--- src/rtl/bin_to_bcd_seq.sv ---
// -----------------------------------------------------------------------------
// bin_to_bcd_seq
//   Sequential binary-to-BCD converter using the iterative shift-and-add-3
//   (double-dabble) algorithm. It processes one input bit per clock, so a
//   conversion takes BIN_W cycles. The converter has a start/busy/done
//   handshake, a leading-zero blank mask for the display mux, and an overflow
//   flag. When the value does not fit in DIGITS digits, the output saturates
//   to all nines.
//
// Parameters
//   BIN_W   binary input width (>= 4)
//   DIGITS  number of BCD digits produced (>= 1); digit 0 = units
//
// Ports
//   clk    in   system clock, rising edge
//   rst    in   synchronous reset, active-high
//   start  in   conversion request, sampled only while idle
//   bin    in   unsigned value, captured on the accepted start edge
//   busy   out  high while a conversion is in progress
//   done   out  one-cycle pulse; bcd/blank/ovf are valid from this cycle on
//   bcd    out  result, digit i = bcd[4*i+3:4*i], held until the next done
//   blank  out  1 = digit i is a leading zero; blank[0] is always 0
//   ovf    out  last result exceeded 10^DIGITS-1 (bcd saturated to nines)
// -----------------------------------------------------------------------------
module bin_to_bcd_seq #(
    parameter int BIN_W  = 14,
    parameter int DIGITS = 4
) (
    input  logic                  clk,
    input  logic                  rst,
    input  logic                  start,
    input  logic [BIN_W-1:0]      bin,
    output logic                  busy,
    output logic                  done,
    output logic [4*DIGITS-1:0]   bcd,
    output logic [DIGITS-1:0]     blank,
    output logic                  ovf
);

    localparam int CNT_W = $clog2(BIN_W + 1);
    localparam int BCD_W = 4 * DIGITS;
    // All digits blanked except the units digit.
    localparam logic [DIGITS-1:0] BLANK_RST = ~(DIGITS'(1));

    typedef enum logic {
        IDLE  = 1'b0,
        SHIFT = 1'b1
    } state_t;

    state_t             state_q, state_d;
    logic [CNT_W-1:0]   cnt_q, cnt_d;
    logic [BIN_W-1:0]   sr_q, sr_d;
    logic [BCD_W-1:0]   chain_q, chain_d;
    logic               ovf_flag_q, ovf_flag_d;
    logic               busy_q, busy_d;
    logic               done_q, done_d;
    logic [BCD_W-1:0]   bcd_q, bcd_d;
    logic [DIGITS-1:0]  blank_q, blank_d;
    logic               ovf_q, ovf_d;

    // One iteration of the algorithm, computed combinationally from the
    // current chain contents.
    logic [BCD_W-1:0]   chain_adj;
    logic [BCD_W-1:0]   chain_shift;
    logic [BIN_W-1:0]   sr_shift;
    logic               shift_out;
    logic               ovf_final;
    logic [BCD_W-1:0]   bcd_final;
    logic [DIGITS-1:0]  blank_final;

    // Add 3 to each digit that is >= 5. The digits do not carry into each
    // other. After the shift, the digit then carries correctly into the next
    // decade.
    for (genvar gi = 0; gi < DIGITS; gi++) begin : g_adj
        logic [3:0] digit;
        assign digit = chain_q[4*gi +: 4];
        assign chain_adj[4*gi +: 4] = (digit >= 4'd5) ? digit + 4'd3 : digit;
    end

    assign chain_shift = {chain_adj[BCD_W-2:0], sr_q[BIN_W-1]};
    assign sr_shift    = {sr_q[BIN_W-2:0], 1'b0};
    // A bit leaving the top digit means the running value has reached
    // 10^DIGITS. The flag is sticky for the rest of the conversion.
    assign shift_out   = chain_adj[BCD_W-1];
    assign ovf_final   = ovf_flag_q | shift_out;
    assign bcd_final   = ovf_final ? {DIGITS{4'h9}} : chain_shift;

    // Digit i is blanked when it and every digit above it are zero.
    // The scan runs from the top digit down.
    always_comb begin
        logic zero_above;
        blank_final = '0;
        zero_above  = 1'b1;
        for (int i = DIGITS - 1; i >= 1; i--) begin
            zero_above     = zero_above & (bcd_final[4*i +: 4] == 4'd0);
            blank_final[i] = zero_above;
        end
    end

    always_comb begin
        state_d    = state_q;
        cnt_d      = cnt_q;
        sr_d       = sr_q;
        chain_d    = chain_q;
        ovf_flag_d = ovf_flag_q;
        busy_d     = busy_q;
        done_d     = 1'b0;
        bcd_d      = bcd_q;
        blank_d    = blank_q;
        ovf_d      = ovf_q;
        case (state_q)
            IDLE: begin
                if (start) begin
                    sr_d       = bin;
                    chain_d    = '0;
                    ovf_flag_d = 1'b0;
                    cnt_d      = CNT_W'(BIN_W);
                    busy_d     = 1'b1;
                    state_d    = SHIFT;
                end
            end
            SHIFT: begin
                chain_d    = chain_shift;
                sr_d       = sr_shift;
                ovf_flag_d = ovf_final;
                cnt_d      = cnt_q - CNT_W'(1);
                // The counter reaches zero on this edge, so this is the
                // last iteration. Publish the post-iteration result.
                if (cnt_q == CNT_W'(1)) begin
                    state_d = IDLE;
                    busy_d  = 1'b0;
                    done_d  = 1'b1;
                    bcd_d   = bcd_final;
                    blank_d = blank_final;
                    ovf_d   = ovf_final;
                end
            end
            default: state_d = IDLE;
        endcase
    end

    always_ff @(posedge clk) begin
        if (rst) begin
            state_q    <= IDLE;
            cnt_q      <= '0;
            sr_q       <= '0;
            chain_q    <= '0;
            ovf_flag_q <= 1'b0;
            busy_q     <= 1'b0;
            done_q     <= 1'b0;
            bcd_q      <= '0;
            blank_q    <= BLANK_RST;
            ovf_q      <= 1'b0;
        end else begin
            state_q    <= state_d;
            cnt_q      <= cnt_d;
            sr_q       <= sr_d;
            chain_q    <= chain_d;
            ovf_flag_q <= ovf_flag_d;
            busy_q     <= busy_d;
            done_q     <= done_d;
            bcd_q      <= bcd_d;
            blank_q    <= blank_d;
            ovf_q      <= ovf_d;
        end
    end

    assign busy  = busy_q;
    assign done  = done_q;
    assign bcd   = bcd_q;
    assign blank = blank_q;
    assign ovf   = ovf_q;

endmodule

--- config.mk ---
export PLATFORM = sky130hd
export DESIGN_NAME = bin_to_bcd_seq
export DESIGN_NICKNAME = d
export VERILOG_FILES = /design/src/rtl/bin_to_bcd_seq.sv
export SDC_FILE = /design/constraint.sdc
export NUM_CORES = 1
export LEC_CHECK = 0
export CAP_MARGIN = 10
export CORE_UTILIZATION = 55
export CTS_BUF_LIST = sky130_fd_sc_hd__clkbuf_16
export DETAILED_ROUTE_END_ITERATION = 16
export PLACE_DENSITY_LB_ADDON = 0.1
export SYNTH_ARGS = -nofsm -noshare
export SYNTH_HDL_FRONTEND = slang
export SYNTH_SLANG_ARGS = --single-unit
--- constraint.sdc ---
create_clock -name clk -period 5.5 [get_ports clk]
set_clock_uncertainty 0.05 [all_clocks]
set_input_delay 1.65 -clock clk [delete_from_list [all_inputs] [get_ports clk]]
set_output_delay 1.65 -clock clk [all_outputs]
set_load 0.005 [all_outputs]
==> flow_metrics.tcl, run 1 <==
set metrics [dict create \
    groute.layer.met2.usage_pct 38.32 \
    synth-xor-area-share_pct 1.269 \
    worst_skew_pair.late_latency_ns 0.32 \
    clkTransAtPathRegs_ns 0.05 \
    cp-end-kind "register" \
    synth_adder_area_share_pct 4.531 \
    comb_power_share_pct 5.7 \
    power.share.sequential_pct 39.2 \
    final_layout_size_suffix_gt1_share_pct 8.333 \
    routedWlPerCell_um 13.48 \
    synth_top_family_by_area "compound AO/OA/AOI/OAI gates" \
    final_critical_path_setup_slack_ns 2.127 \
    detailroute.via_count 2341 \
    critical_path.startpoint_type "input pin" \
    power.net_switching_uw 242.1 \
    antenna_cells 0 \
    final.min_clock_period_ns 3.373 \
    design.core.area_um2 4786 \
    avgSynthCellArea_um2 8.523 \
    worstMarginPinSlew_ns 1.171 \
    post-dp-hpwl_um 3637 \
    synth_simple_gate_area_share_pct 19.35 \
    netlist_instances 324 \
    post_cts_resize_count 0 \
    hold_fix_buffers_cts 0 \
    clock-sinks 58 \
    cts.repair_timing.setup_buffer_count 0 \
    power.share.switching_pct 21.04 \
    fraction_of_the_mapped_netlist_area_in_compound_gates_pct 19.44 \
    drc 0 \
    internal_power_uw 908.6 \
    pre_cts_ws_ns 1.866 \
    critical_path_peak_fanout 42 \
    register_bit_total_from_synthesis 58 \
    firstDrtPassIters 4 \
    grt_start_max_net_pins 69 \
    grt_antenna_before_repair 0 \
    floorplan.initialDensity_pct 57.70 \
    post_synth_num_cell_types 38 \
    ioPinCount 40 \
    synthTopCellsByArea "sky130_fd_sc_hd__dfxtp_1, sky130_fd_sc_hd__a21oi_1, sky130_fd_sc_hd__mux2i_1, sky130_fd_sc_hd__nor2_1, sky130_fd_sc_hd__ha_1" \
    clock_tree.buffer_depth 2 \
    power_density_nw_per_um2 328.9 \
    fp-row-count 25 \
    synth_edf_count 0 \
    global_route.usage.met1_pct 31.68 \
    slew-limit-headroom_pct 21.35 \
    detail-route-antenna-nets 0 \
    chipHeight_um 72.86 \
    synth.net_count 351 \
    place_inst 411 \
    synth.largest_area_cell "sky130_fd_sc_hd__dfxtp_1" \
    min_path_type "register to register" \
    power.ir.vdd_worst_mv 0.1964 \
    aggregate_negative_setup_slack_ns 0 \
    grt_use_total_pct 24.11 \
    tritoncts "yes" \
    die_w_um 72.86 \
    critPathKind "input pin to register" \
    fin_crit_sh_pct 61.33 \
    detail_route.iter0.violations 181 \
    area.growth.synth_to_final_pct 26.69 \
    clockPowerShare_pct 55.1 \
    grt_overflow 0 \
    final-setup-viol-count 0 \
    layout.nets 382 \
    fin_cells 427 \
    yosys-mux-area-fraction_pct 8.065 \
    grt_pass1_wl_um 9680 \
    drv.max_cap_violation_count 0 \
    critical_path_required_ns 5.71 \
    clock_root_buffer_master "sky130_fd_sc_hd__clkbuf_16" \
    vias_per_cell 5.482 \
    ctsHtreeMaxLevel 3 \
    via_count_of_the_first_global_routing_pass 2065 \
    grt.met3_usage_pct 5.110 \
    synthesis_warning_total 0 \
    synth.cell_area_um2 2761 \
    io_buffers 38 \
    worst-endpoint-arrival_ns 3.58 \
    setup.reg_to_reg.worst_slack_ns 2.43 \
    totalWireLength_um 5755 \
    highest_utilization_routing_layer_at_the_global_route_stage "met2" \
    cts_buffers 9 \
    ys_async_sr_fraction_pct 0 \
    maxSlewViolCount 0 \
    dieArea_um2 5308 \
    grt_setup_unrepaired "no" \
    achievable-frequency_ghz 0.2965 \
    timing.final.hold_violations 0 \
    gp_congestion 0.7707 \
    synth_ff_type "sky130_fd_sc_hd__dfxtp_1" \
    synth.yosys.seq_area_share_pct 42.05 \
    outcome "finished, final reports clean" \
    area_share_of_the_largest_cell_type_after_synthesis_pct 42.05 \
    total_leakage_power_nw 1.361 \
]
flip-flops by register name, indices dropped and copies added (netlist names):
register	count
busy	1
blank	3
done	1
ovf	1
chain_q	16
ovf_flag_q	1
cnt_q	4
sr_q	14
state_q	1
bcd	16
final timing paths:
path / startpoint / end / cells after the start
max: rst / bcd[14] / 4
min: blank[2] / blank[2] / 2
max reg2reg: state_q / bcd[14] / 3
min reg2reg: blank[2] / blank[2] / 2
cells by family (layout without fill, tap and decap cells):
kind of cell | count (synthesis) | count (layout)
AOI/OAI and AO/OA | 82 | 82
xor gates and xnor gates | 4 | 4
adders and majority gates | 10 | 10
buffers and inverters | 35 | 71
DFF | 58 | 58
muxes | 22 | 22
other | 1 | 1
and+or+nand+nor | 112 | 112
power by group through the flow:
stage,sequential (mW),combinational [mW],clock [mW]
6_report,0.451,0.0655,0.634
3_5_place_dp,0.460,0.0655,0
4_1_cts,0.451,0.0659,0.641
3_3_place_gp,0.459,0.0643,0
5_1_grt,0.453,0.0748,0.663
2_1_floorplan,0.448,0.0500,0
placed cells by master, fill, tap and decap left out, types with 4 or more instances in the layout:
cell	count
sky130_fd_sc_hd__nand2b_1	6
sky130_fd_sc_hd__a22o_1	8
sky130_fd_sc_hd__inv_1	15
sky130_fd_sc_hd__ha_1	10
sky130_fd_sc_hd__clkbuf_16	9
sky130_fd_sc_hd__a21oi_1	42
sky130_fd_sc_hd__nor3_1	13
sky130_fd_sc_hd__nor3b_1	8
sky130_fd_sc_hd__nand3_1	5
sky130_fd_sc_hd__xnor2_1	4
sky130_fd_sc_hd__clkdlybuf4s50_1	38
sky130_fd_sc_hd__mux2i_1	20
sky130_fd_sc_hd__dfxtp_1	57
sky130_fd_sc_hd__o221a_2	5
sky130_fd_sc_hd__nor2_1	49
sky130_fd_sc_hd__o21ai_0	12
sky130_fd_sc_hd__nand2_1	16
layer usage:
metal | routed length [µm] | vias up
li1 | - | 1190
met1 | 2703 | 1084
met2 | 2675 | 55
met3 | 269 | 12
met4 | 106 | 0
met5 | 0 | -
critical path: stages:
cell and delay (ns):
sky130_fd_sc_hd__clkdlybuf4s50_1 0.40, sky130_fd_sc_hd__buf_4 0.28, sky130_fd_sc_hd__nor3_1 0.99, sky130_fd_sc_hd__a22o_1 0.25
final cells by class:
type / instances / area [µm²]
well taps: 67 / 83.83
clock buffers: 9 / 225.2
fillers: 387 / 1287
multi-input cells: 231 / 1458
repair buffers: 40 / 395.4
inverters: 15 / 56.30
clock inverters: 7 / 117.6
flip-flops and latches: 58 / 1162
metrics by stage:
stage	util (%)	cell area, µm²	power, mW	hold WS [ns]
2_1_floorplan	-	2761	0.4985	0.4004
3_3_place_gp	65.93	3156	0.5234	0.4006
3_5_place_dp	65.93	3156	0.5251	0.4112
4_1_cts	73.10	3498	1.157	0.4233
5_1_grt	73.10	3498	1.191	0.4376
6_report	73.10	3498	1.151	0.4173
cell usage after synthesis, types with 4 or more instances:
library cell and count:
sky130_fd_sc_hd__dfxtp_1 58, sky130_fd_sc_hd__nor2_1 49, sky130_fd_sc_hd__nand3_1 5, sky130_fd_sc_hd__buf_1 6, sky130_fd_sc_hd__a21oi_1 42, sky130_fd_sc_hd__o221a_2 5, sky130_fd_sc_hd__nand2_1 16, sky130_fd_sc_hd__clkbuf_1 12
sky130_fd_sc_hd__a22o_1 8, sky130_fd_sc_hd__mux2i_1 20, sky130_fd_sc_hd__inv_1 15, sky130_fd_sc_hd__ha_1 10, sky130_fd_sc_hd__nor3b_1 8, sky130_fd_sc_hd__nor3_1 13, sky130_fd_sc_hd__o21ai_0 12, sky130_fd_sc_hd__xnor2_1 4
sky130_fd_sc_hd__nand2b_1 6
Note: power is estimated with default switching activity, not from simulation.
==> run 2, diff against run 1 <==
--- a/config.mk
+++ b/config.mk
@@ -6,7 +6,7 @@
 export NUM_CORES = 1
 export LEC_CHECK = 0
 export CAP_MARGIN = 10
-export CORE_UTILIZATION = 55
+export CORE_UTILIZATION = 49
 export CTS_BUF_LIST = sky130_fd_sc_hd__clkbuf_16
 export DETAILED_ROUTE_END_ITERATION = 16
 export PLACE_DENSITY_LB_ADDON = 0.1
==> constraint.sdc (replaced) <==
create_clock -name clk -period 2.8 [get_ports clk]
set_clock_uncertainty 0.05 [all_clocks]
set_input_delay 0.84 -clock clk [delete_from_list [all_inputs] [get_ports clk]]
set_output_delay 0.84 -clock clk [all_outputs]
set_load 0.005 [all_outputs]
==> run 2 against run 1 <==
  * Critical path depth rose by 3
  * Total power increased by 70%
  * Clock-buffer cell count unchanged
  * Clock power increased by 47%
  * Sequential power is 92% higher
  * Setup slack worse by 1.6 ns
==> flow_metrics.tcl, run 2 (synthesis results as in run 1) <==
set metrics [dict create \
    outcome "finished, final reports clean" \
    ioPinCount 40 \
    slowest_stage "sky130_fd_sc_hd__nor3_1" \
    worst_skew_pair.late_latency_ns 0.33 \
    drv.max_cap_violation_count 0 \
    total_leakage_power_nw 1.353 \
    achievable-frequency_ghz 0.4422 \
    post-dp-hpwl_um 3767 \
    post_cts_resize_count 0 \
    totalWireLength_um 5852 \
    design.core.area_um2 5270 \
    grt_setup_unrepaired "no" \
    ctsHtreeMaxLevel 3 \
    area.growth.synth_to_final_pct 24.78 \
    worst-endpoint-arrival_ns 2.48 \
    aggregate_negative_setup_slack_ns 0 \
    cp-end-kind "register" \
    power_density_nw_per_um2 566.3 \
    io_buffers 38 \
    detailroute.via_count 2348 \
    grt_pass1_wl_um 10240 \
    drc 0 \
    hold_fix_buffers_cts 0 \
    r2r-start "chain_q[13]" \
    reg2reg_depth 7 \
    dieArea_um2 5940 \
    clock_root_buffer_master "sky130_fd_sc_hd__clkbuf_16" \
    critical_path_required_ns 3.02 \
    layout.nets 385 \
    worst_path_buf_inv 1 \
    layout_common_cells "sky130_fd_sc_hd__dfxtp_1, sky130_fd_sc_hd__nor2_1, sky130_fd_sc_hd__a21oi_1, sky130_fd_sc_hd__clkdlybuf4s50_1, sky130_fd_sc_hd__mux2i_1" \
    cts_buffers 9 \
    setup.reg_to_reg.worst_slack_ns 0.54 \
    final.min_clock_period_ns 2.261 \
    fp-row-count 26 \
    cp_endpoint "bcd[9]" \
    firstDrtPassIters 4 \
    via_count_of_the_first_global_routing_pass 2171 \
    routedWlPerCell_um 13.55 \
    fin_crit_sh_pct 80.76 \
    timing.final.hold_violations 0 \
    most_common_cell_after_layout_fill_and_taps_aside "sky130_fd_sc_hd__dfxtp_1" \
    grt_overflow 0 \
    grt_antenna_before_repair 0 \
    clock_tree.buffer_depth 2 \
    critical_path.startpoint_type "register" \
    critical_path.max_stage_delay_ns 0.79 \
    maxSlewViolCount 0 \
    vias_per_cell 5.435 \
    critical_path.reg2reg.endpoint "bcd[9]" \
    category_of_cells_accounting_for_the_largest_share_of_critical_path_delay "simple AND/OR/NAND/NOR gates" \
    chipHeight_um 77.07 \
    clock-sinks 58 \
    number_of_stages_on_the_worst_setup_path 7 \
    die_w_um 77.07 \
    final-setup-viol-count 0 \
    critPathKind "register to register" \
    clkTransAtPathRegs_ns 0.05 \
    final_layout_size_suffix_gt1_share_pct 8.011 \
    floorplan.initialDensity_pct 52.40 \
    worst_hold_margin_ns 0.4182 \
    tritoncts "yes" \
    gp_congestion 0.8076 \
    power.ir.vdd_worst_mv 0.4408 \
    critical_path_peak_fanout 8 \
    detail_route.iter0.violations 92 \
    antenna_cells 0 \
    worstMarginPinSlew_ns 1.028 \
    slew-limit-headroom_pct 30.96 \
    crit_chain "inv_1 -> ha_1 -> nand2b_1 -> or3b_2 -> nand2_1 -> nor3_1 -> a22o_1" \
    crit_path_start "chain_q[13]" \
    cts.repair_timing.setup_buffer_count 0 \
    min_path_type "register to register" \
    detail-route-antenna-nets 0 \
    grt_use_total_pct 22.12 \
    grt_start_max_net_pins 68 \
]
[run 2: cell types whose count changed in the layout (fill, tap and decap cells not counted), sizes merged]
cell	previous run	this run
clkinv	1	5
buf	2	5
bufinv	3	0
clkinvlp	3	0
inv	15	16
[run 2: layer usage]
metal	routed length (µm)	GRT usage, %
met3	320	8.214
met5	0	0
met4	37	8.679
met2	2655	34.38
met1	2839	27.68
[run 2: tightest hold or removal path: stages (launching register included)]
cell,delay (ns)
sky130_fd_sc_hd__dfxtp_1,0.32
sky130_fd_sc_hd__a21oi_1,0.07
sky130_fd_sc_hd__o31ai_2,0.05
[run 2: report_power, final]
part           switching (mW)  leakage, nW  total, mW  internal, mW
Sequential             0.0151        0.472      0.868         0.853
Combinational          0.0812        0.750      0.153        0.0715
Clock                   0.355        0.131      0.931         0.576
Total                   0.451         1.35       1.95          1.50
[run 2: layout make-up]
type | count | area [µm²]
Fill cell | 467 | 1824
Clock buffer | 9 | 225.2
Clock inverter | 6 | 26.28
Tap cell | 70 | 87.58
Multi-Input combinational cell | 231 | 1458
Inverter | 15 | 56.30
Timing Repair Buffer | 43 | 430.4
Sequential cell | 58 | 1162
[run 2: worst min-delay path by stage]
stage,from,cells past startpoint,end,slack [ns]
floorplan,busy,2,busy,0.40
global placement,blank[1],2,blank[1],0.41
detailed placement,blank[1],2,blank[1],0.41
CTS,blank[1],2,blank[1],0.42
global route,blank[1],2,blank[1],0.44
finish,blank[1],2,blank[1],0.42
[run 2: per-stage QoR]
stage / util [%] / cells / total power [mW] / instance area, µm² / worst slack (ns)
2_1_floorplan: - / 324 / 0.9791 / 2761 / 0.7789
3_3_place_gp: 60.61 / 417 / 1.033 / 3194 / 0.3334
3_5_place_dp: 60.61 / 417 / 1.037 / 3194 / 0.2978
4_1_cts: 65.38 / 432 / 1.972 / 3446 / 0.5213
5_1_grt: 65.38 / 432 / 2.026 / 3446 / 0.2997
6_report: 65.38 / 432 / 1.951 / 3446 / 0.5387
